## src/rtl/secded_decoder.sv

```systemverilog
// SEC-DED decoder for 16-bit Hamming codewords carrying 11 data bits.
// Takes two codeword bytes (low first) on a valid/ready stream and returns
// two result bytes (low first). The high result byte carries the status flags.
//
// state  | meaning
// -------+---------------------------------------------------------------
// GET_LO | waiting for codeword bits [7:0]
// GET_HI | waiting for codeword bits [15:8]
// CALC   | one cycle: syndrome, correction, result and counter update
// PUT_LO | presenting data bits [8:1] until the consumer takes them
// PUT_HI | presenting {flags, 000, data[11:9]} until the consumer takes it
module secded_decoder #(
    parameter int CNT_W = 8
) (
    input  logic             clk,
    input  logic             reset,
    input  logic             in_valid,
    output logic             in_ready,
    input  logic [7:0]       in_byte,
    output logic             out_valid,
    input  logic             out_ready,
    output logic [7:0]       out_byte,
    output logic [1:0]       flags,
    output logic [CNT_W-1:0] cnt_single,
    output logic [CNT_W-1:0] cnt_double
);

    typedef enum logic [2:0] {
        GET_LO = 3'd0,
        GET_HI = 3'd1,
        CALC   = 3'd2,
        PUT_LO = 3'd3,
        PUT_HI = 3'd4
    } state_t;

    localparam logic [1:0] FLAG_CLEAN  = 2'b00;
    localparam logic [1:0] FLAG_SINGLE = 2'b01;
    localparam logic [1:0] FLAG_DOUBLE = 2'b10;

    state_t state, state_nxt;

    logic [7:0]  cw_lo;
    logic [7:0]  cw_hi;
    logic [7:0]  res_hi;
    logic [15:0] cw;

    logic        in_xfer;
    logic        out_xfer;

    logic [3:0]  syn;
    logic        par;
    logic [10:0] data_raw;
    logic [10:0] data_flip;
    logic [10:0] data_fix;
    logic [1:0]  flags_calc;
    logic [7:0]  lo_calc;
    logic [7:0]  hi_calc;

    assign cw = {cw_hi, cw_lo};

    // Input side is open only while collecting a codeword, and never during reset.
    assign in_ready = ((state == GET_LO) || (state == GET_HI)) && !reset;
    assign in_xfer  = in_valid && in_ready;
    assign out_xfer = out_valid && out_ready;

    // Syndrome bit i is the parity of every position whose index has bit i set.
    always_comb begin
        syn[0] = ^(cw & 16'hAAAA);
        syn[1] = ^(cw & 16'hCCCC);
        syn[2] = ^(cw & 16'hF0F0);
        syn[3] = ^(cw & 16'hFF00);
        par    = ^cw;
    end

    // Map the syndrome onto the data bit it points at; parity positions map to nothing.
    always_comb begin
        data_raw  = {cw[15:9], cw[7:5], cw[3]};
        data_flip = '0;
        if (par) begin
            case (syn)
                4'd3:    data_flip = 11'b000_0000_0001;
                4'd5:    data_flip = 11'b000_0000_0010;
                4'd6:    data_flip = 11'b000_0000_0100;
                4'd7:    data_flip = 11'b000_0000_1000;
                4'd9:    data_flip = 11'b000_0001_0000;
                4'd10:   data_flip = 11'b000_0010_0000;
                4'd11:   data_flip = 11'b000_0100_0000;
                4'd12:   data_flip = 11'b000_1000_0000;
                4'd13:   data_flip = 11'b001_0000_0000;
                4'd14:   data_flip = 11'b010_0000_0000;
                4'd15:   data_flip = 11'b100_0000_0000;
                default: data_flip = '0;
            endcase
        end
        data_fix = data_raw ^ data_flip;
    end

    // Classify the word and assemble both result bytes.
    always_comb begin
        flags_calc = FLAG_CLEAN;
        if (par) begin
            flags_calc = FLAG_SINGLE;
        end else if (syn != 4'd0) begin
            flags_calc = FLAG_DOUBLE;
        end
        lo_calc = data_fix[7:0];
        hi_calc = {flags_calc, 3'b000, data_fix[10:8]};
    end

    // State register.
    always_ff @(posedge clk) begin
        if (reset) begin
            state <= GET_LO;
        end else begin
            state <= state_nxt;
        end
    end

    // Next-state logic.
    always_comb begin
        state_nxt = state;
        case (state)
            GET_LO:  if (in_xfer)  state_nxt = GET_HI;
            GET_HI:  if (in_xfer)  state_nxt = CALC;
            CALC:                  state_nxt = PUT_LO;
            PUT_LO:  if (out_xfer) state_nxt = PUT_HI;
            PUT_HI:  if (out_xfer) state_nxt = GET_LO;
            default:               state_nxt = GET_LO;
        endcase
    end

    // Capture incoming codeword bytes.
    always_ff @(posedge clk) begin
        if (reset) begin
            cw_lo <= '0;
            cw_hi <= '0;
        end else if (in_xfer) begin
            if (state == GET_LO) begin
                cw_lo <= in_byte;
            end else begin
                cw_hi <= in_byte;
            end
        end
    end

    // Registered output stream: valid follows the next state so it never glitches.
    always_ff @(posedge clk) begin
        if (reset) begin
            out_valid <= 1'b0;
            out_byte  <= '0;
            res_hi    <= '0;
        end else begin
            out_valid <= (state_nxt == PUT_LO) || (state_nxt == PUT_HI);
            if (state == CALC) begin
                out_byte <= lo_calc;
                res_hi   <= hi_calc;
            end else if ((state == PUT_LO) && out_xfer) begin
                out_byte <= res_hi;
            end
        end
    end

    // Status flags and saturating error counters, updated once per word.
    always_ff @(posedge clk) begin
        if (reset) begin
            flags      <= FLAG_CLEAN;
            cnt_single <= '0;
            cnt_double <= '0;
        end else if (state == CALC) begin
            flags <= flags_calc;
            if ((flags_calc == FLAG_SINGLE) && (cnt_single != '1)) begin
                cnt_single <= cnt_single + 1'b1;
            end
            if ((flags_calc == FLAG_DOUBLE) && (cnt_double != '1)) begin
                cnt_double <= cnt_double + 1'b1;
            end
        end
    end

endmodule

```

## config.mk

```make
export PLATFORM = sky130hd
export DESIGN_NAME = secded_decoder
export DESIGN_NICKNAME = d
export VERILOG_FILES = /design/src/rtl/secded_decoder.sv
export SDC_FILE = /design/constraint.sdc
export NUM_CORES = 1
export LEC_CHECK = 0
export BUFFER_PORTS_ARGS = -buffer_cell sky130_fd_sc_hd__buf_4
export CAP_MARGIN = 5
export CORE_AREA = 2 2 56 111
export CTS_CLUSTER_SIZE = 10
export DETAILED_ROUTE_END_ITERATION = 10
export DIE_AREA = 0 0 58 113
export HOLD_SLACK_MARGIN = 0.12
export PLACE_DENSITY = 0.68
export SLEW_MARGIN = 20
export SYNTH_ARGS = -nofsm -noshare
export SYNTH_HDL_FRONTEND = slang
export SYNTH_SLANG_ARGS = --single-unit
```

## constraint.sdc

```tcl
create_clock -name clk -period 3.2 [get_ports clk]
set_clock_uncertainty 0.15 [all_clocks]
set_input_delay 0.48 -clock clk [delete_from_list [all_inputs] [get_ports clk]]
set_output_delay 0.48 -clock clk [all_outputs]
set_load 0.05 [all_outputs]
```

==> metrics.cfg, run 1 <==
[sta]
setup_ws_ns=0.5043
slew_headroom=0.5779
post-route-period-util=0.8424
whs_ns=0.2825
post-route-min-period_ns=2.696
rsz0062_at_grt=false
setup_viol=0
final.setup.tns_ns=0
worstMarginPinSlew_ns=0.6309
max_freq_mhz=371.0
slew_violations=0
hold_viol_final=0

[detailed_routing]
viasPerCell=5.504
drt-total-wl_um=5456
vias=2119
ant_nets=0
remaining_drc_errors=0
drtPass1Iterations=4
wl_per_cell_um=14.17
drt_iter0_markers=70

[clock_network]
cts_tree=done
h-tree-depth=2
clock_latency_ns=0.29
cts-root-buf=clkbuf_16
cts_buffers=5
cts_setup_buffers=0
clk_pin_slew_worst_paths_ns=0.06
cts.sinks=49
cts_buffer_depth=2
ctsHoldBuffers=0
cts_resized=0

[synth]
netlist_instances=288
yosysWarnings=0
ys_top_cells_by_count=dfxtp_1, nor2_1, nand2_1, xnor2_1, xor2_1
syn_nets=302
synthFlopType=dfxtp_1
ys_seq_area_frac=0.3897
yosys.area.top_type=dfxtp_1
ys_types=35
ys_top_cells_by_area=dfxtp_1, xnor2_1, mux2i_1, xor2_1, nor2_1
ys_ff_latch=49
async_flop_share=0
netlist_area_sq_um=2517
synth-edff-count=0
synth_area_per_cell_sq_um=8.741
synth.most_common_cell=dfxtp_1
yosys.area.top_type_share=0.3897

[critical_path]
r2r_cells=7
cp_slowest_cell=dfxtp_1
cp_max_fo=12
critical-path-top-delay-family=XOR/XNOR gates
crit_chain=xor2_2, xor2_1, xnor2_1, xnor2_2, nand4_2, or3_1, a21oi_1
worstReg2RegStart=cw_hi[6]
path_buf_inv=0
start_kind=register
path_class=reg2reg
worstPathRequired_ns=3.27
cp.arrival_ns=2.76
slowest_delay_ns=0.45
regToRegSetupSlack_ns=0.50
timing.rr.end=cnt_double[7]
cp-end-kind=register

[placed_design]
place_hpwl_um=4165
pre_cts_ws_ns=0.5032
place_congestion=0.8195
place_area_sq_um=2834
port_buffers=39

[min_path]
hold_class=in2reg
holdPathStages=3
worstHoldEndpoint=cw_lo[3]
hold_path_startpoint=in_byte[3]

[final_layout]
area_delta_synth_final_pct=18.84
drive_above_1_share=0.1698
n_antenna_cell=0
fin_area_sq_um=2992
fin_nets=337

[floorplan]
rows=39
ioPinCount=40
die-area_sq_um=6554
core_sq_um=5660
dieWidth_um=58
chipHeight_um=113
start_util=0.4447

[pwr]
ir_worst_vdd_mv=0.3566
leakage_uw=0.001156
cellPowerDensity_nw_per_um2=517.4

[grt]
antenna_found_initial=0
grt_pass1_wl_um=9066
grt_pass1_vias=1999
track_usage=0.1783
grt_max_degree=50
grt_remaining_overflow=0

[status]
run_status=complete, no violations

[flow_run]
maxCapViolations=0

-- worst min-delay path: cells and delay by family --
family | cells | cell delay, ns
buf+inv | 1 | 0.08
simple gates | 1 | 0.07
mux | 1 | 0.05
-- state kept, by name, indices dropped and copies added, names as in the netlist --
signal / cells
cnt_double: 8
cnt_single: 8
cw_hi: 8
cw_lo: 8
out_byte: 8
res_hi: 3
state: 3
flags: 2
out_valid: 1
-- placed cells by master, fill, tap and decap left out --
master,Yosys,routed
a211oi_1,8,8
a21oi_1,11,11
a22oi_1,3,3
a311oi_1,1,1
a41oi_1,1,1
and2_1,2,2
and3_1,2,2
buf_4,2,40
clkbuf_16,0,5
clkbuf_8,0,2
clkinv_2,0,1
dfxtp_1,49,49
ha_1,2,2
inv_1,1,1
mux2i_1,17,17
nand2_1,27,27
nand2b_1,2,2
nand3_1,12,12
nand3b_1,1,1
nand4_1,3,3
nand4_2,1,1
nor2_1,37,37
nor2b_1,2,2
nor3_1,10,10
nor3b_1,1,1
nor4_1,3,3
nor4b_1,1,1
o21ai_0,13,13
o21ai_1,1,1
o22ai_1,8,8
or2b_1,1,1
or3_1,6,6
xnor2_1,25,25
xnor2_2,1,1
xor2_1,19,19
xor2_2,5,5
-- kinds of logic (layout without fill, tap and decap cells) --
kind of cell | Yosys count | after routing | share of synthesized area
AOI/OAI and AO/OA | 46 | 46 | 0.1093
xor gates and xnor gates | 50 | 50 | 0.1919
buffers and inverters | 13 | 49 | 0.02534
and+or+nand+nor | 111 | 111 | 0.2063
adders and majority gates | 2 | 2 | 0.009939
DFF | 49 | 49 | 0.3897
muxes | 17 | 17 | 0.06759
-- worst max-delay path by stage --
stage	start	to	slack (ns)	cells after the start
floorplan	reset	cw_hi[0]	0.40	5
global placement	cw_lo[5]	cnt_double[3]	0.60	7
detailed placement	cw_lo[6]	cnt_double[7]	0.50	7
CTS	cw_hi[7]	cnt_double[3]	0.48	7
global route	cw_hi[6]	cnt_double[7]	0.20	7
finish	cw_hi[6]	cnt_double[7]	0.50	7
-- per-layer routing --
metal | vias up | part of all wire | track usage
li1 | 1062 | - | -
met5 | - | 0 | 0
met3 | 19 | 0.031 | 0.02743
met4 | 0 | 0.052 | 0.1240
met2 | 49 | 0.57 | 0.3159
met1 | 989 | 0.35 | 0.1830
-- layout make-up --
cell class,count,area (sq um)
multi-input combinational,226,1473
fill,544,2669
clock inverter,1,5.005
sequential,49,980.9
inverter,1,3.754
timing repair buffer,40,300.3
clock buffer,7,152.6
tap,61,76.32
-- per-stage QoR --
| step | std cells | power, uW | utilization |
|---|---|---|---|
| after floorplan | 288 | 940.5 | - |
| after global placement | 377 | 1011 | 0.5007 |
| after detailed placement | 377 | 1019 | 0.5007 |
| after CTS | 385 | 1565 | 0.5285 |
| after global routing | 385 | 1623 | 0.5285 |
| final | 385 | 1548 | 0.5285 |
-- report_power, final --
| group | internal, uW | switching [uW] |
|---|---|---|
| sequential | 635 | 29.2 |
| clock | 331 | 214 |
| combinational | 124 | 215 |
| total | 1090 | 459 |
No activity file was read; power rests on OpenSTA's default activity.
==> inputs of run 2 (changes only) <==
PLACE_DENSITY = 0.7   (was 0.68)
clock period = 2.2 ns   (was 3.2 ns; I/O delays follow)
==> run 2 against run 1 <==
The flow now finishes with violations (negative setup slack). Sequential power grew 46%. First-iteration DRC count is 13% higher. Flip-flop and latch count unchanged. Via count is 9.4% higher. Largest power group unchanged. Critical endpoint is now cnt_double[4]. Fmax rose by 18%. Final cell count is 9.9% higher.
==> metrics.cfg, run 2 (synthesis results as in run 1) <==
[detailed_routing]
viasPerCell=5.482  ; -0.39%
ant_nets=0  ; unchanged
drt-total-wl_um=6764  ; +24%
remaining_drc_errors=0  ; unchanged
wl_per_cell_um=15.99  ; +13%
drt_iter0_markers=79  ; +13%
vias=2319  ; +9.4%
drtPass1Iterations=4  ; unchanged

[flow_run]
maxCapViolations=0  ; unchanged

[critical_path]
crit_chain=xor2_4, xnor2_1, nor3_1, o22ai_2, nand4_2, buf_6, or3_4, a21oi_2
worstPathRequired_ns=2.28  ; -0.99 ns
critical-path-top-delay-family=simple AND/OR/NAND/NOR gates
cp_slowest_cell=xnor2_1
path_class=reg2reg
slowest_delay_ns=0.39  ; -0.06 ns
start_kind=register
cp-end-kind=register
cp.arrival_ns=2.37  ; -0.39 ns
cp_max_fo=7  ; -5
path_buf_inv=1  ; +1

[floorplan]
core_sq_um=5660  ; unchanged
start_util=0.4447  ; unchanged
dieWidth_um=58  ; unchanged
rows=39  ; unchanged
die-area_sq_um=6554  ; unchanged
chipHeight_um=113  ; unchanged
ioPinCount=40  ; unchanged

[pwr]
power_uw=2622  ; +69%
leakage_uw=0.001486  ; +29%
ir_worst_vdd_mv=0.6202  ; +74%
cellPowerDensity_nw_per_um2=701.6  ; +36%

[clock_network]
ctsHoldBuffers=0  ; unchanged
h-tree-depth=2  ; unchanged
cts_tree=done
clk_pin_slew_worst_paths_ns=0.07  ; about the same
cts_buffers=5  ; unchanged
clock_latency_ns=0.29  ; about the same
cts.sinks=49  ; unchanged
cts_buffer_depth=2  ; unchanged
cts-root-buf=clkbuf_16

[sta]
hold_viol_final=0  ; unchanged
max_freq_mhz=437.3  ; +18%
post-route-period-util=1.040  ; +0.1971
slew_violations=0  ; unchanged
setup_viol=8  ; +8
setup_ws_ns=-0.08701  ; -0.5913 ns
worstMarginPinSlew_ns=0.5985  ; -0.03232 ns
post-route-min-period_ns=2.287  ; -0.4087 ns
slew_headroom=0.6009  ; +0.02304
rsz0062_at_grt=true

[final_layout]
most-common-layout-cells=buf_4, nor2_1, dfxtp_1
fillCellCount=452  ; -17%
fin_util=0.6603  ; +0.1317
area_delta_synth_final_pct=48.46
final_common_cell=buf_4
drive_above_1_share=0.4006  ; +0.2308
fin_area_sq_um=3737  ; +25%
n_antenna_cell=0  ; unchanged
fin_nets=375  ; +11%

[grt]
grt_pass1_vias=2333  ; +17%
use_met2=0.4144  ; +0.09848
grt_max_degree=28  ; -44%
track_usage=0.2112  ; +0.03287
grt_util_met1=0.1893  ; +0.006270
grtUsageMet3=0.03771  ; +0.01029
grt_most_used_layer=met2
grt_pass1_wl_um=10520  ; +16%
antenna_found_initial=0  ; unchanged
grt_remaining_overflow=0  ; unchanged

[placed_design]
place_hpwl_um=4813  ; +16%
port_buffers=39  ; unchanged
place_congestion=0.9197  ; +12%
place_area_sq_um=3168  ; +12%

[min_path]
hold_class=in2reg

[status]
run_status=complete, but fails checks
violations=negative setup slack

## run 2: what timing repair did
| item | 4_1_cts | 5_1_grt |
|---|---|---|
| gates resized for setup | 22 | 37 |
| endpoints found under the setup margin | 13 | 20 |
| pin swaps | 13 | 20 |
| cloned | 0 | 0 |
| buffers inserted | 7 | 2 |
## run 2: per-stage QoR
stage | hold WS, ns | TNS (ns) | instances | setup WS (ns)
2_1_floorplan | 0.3174 | 0 | 288 | 0.01323
3_3_place_gp | 0.2926 | -0.9413 | 407 | -0.2029
3_5_place_dp | 0.2943 | -1.531 | 407 | -0.2510
4_1_cts | 0.1289 | -0.1271 | 422 | -0.05341
5_1_grt | 0.1372 | -1.416 | 423 | -0.1646
6_report | 0.1312 | -0.3850 | 423 | -0.08701
## run 2: area by class of cell
type	instances	area, sq um	area share
well taps	61	76.32	0.02042
repair buffers	78	593.1	0.1587
inverters	1	3.754	0.001004
clock inverters	1	5.005	0.001339
flip-flops and latches	49	1020	0.2728
clock buffers	7	175.2	0.04687
multi-input cells	226	1864	0.4988
## run 2: report_power, final
group	internal (uW)	switching (uW)	leakage, uW
clock	557	325	0.0000902
combinational	339	431	0.000990
sequential	918	51.9	0.000406
total	1810	807	0.00149
## run 2: layer usage
metal	routed length (um)	part of all wire
met4	337	0.050
met3	180	0.027
met5	0	0
met1	2195	0.32
met2	4051	0.60
## run 2: worst min-delay path, delay by kind of cell
kind / cells / cell delay, ns
simple gates: 1 / 0.07
buf+inv: 1 / 0.08
mux: 1 / 0.05
## run 2: worst paths after layout
| path | slack [ns] | to | cells past startpoint | from |
|---|---|---|---|---|
| setup / recovery | -0.09 | cnt_double[4] | 8 | cw_hi[7] |
| hold reg to reg | 0.30 | out_byte[4] | 2 | out_byte[4] |
| setup reg to reg | -0.09 | cnt_double[4] | 8 | cw_hi[7] |
| hold / removal | 0.13 | cw_lo[5] | 3 | in_byte[5] |
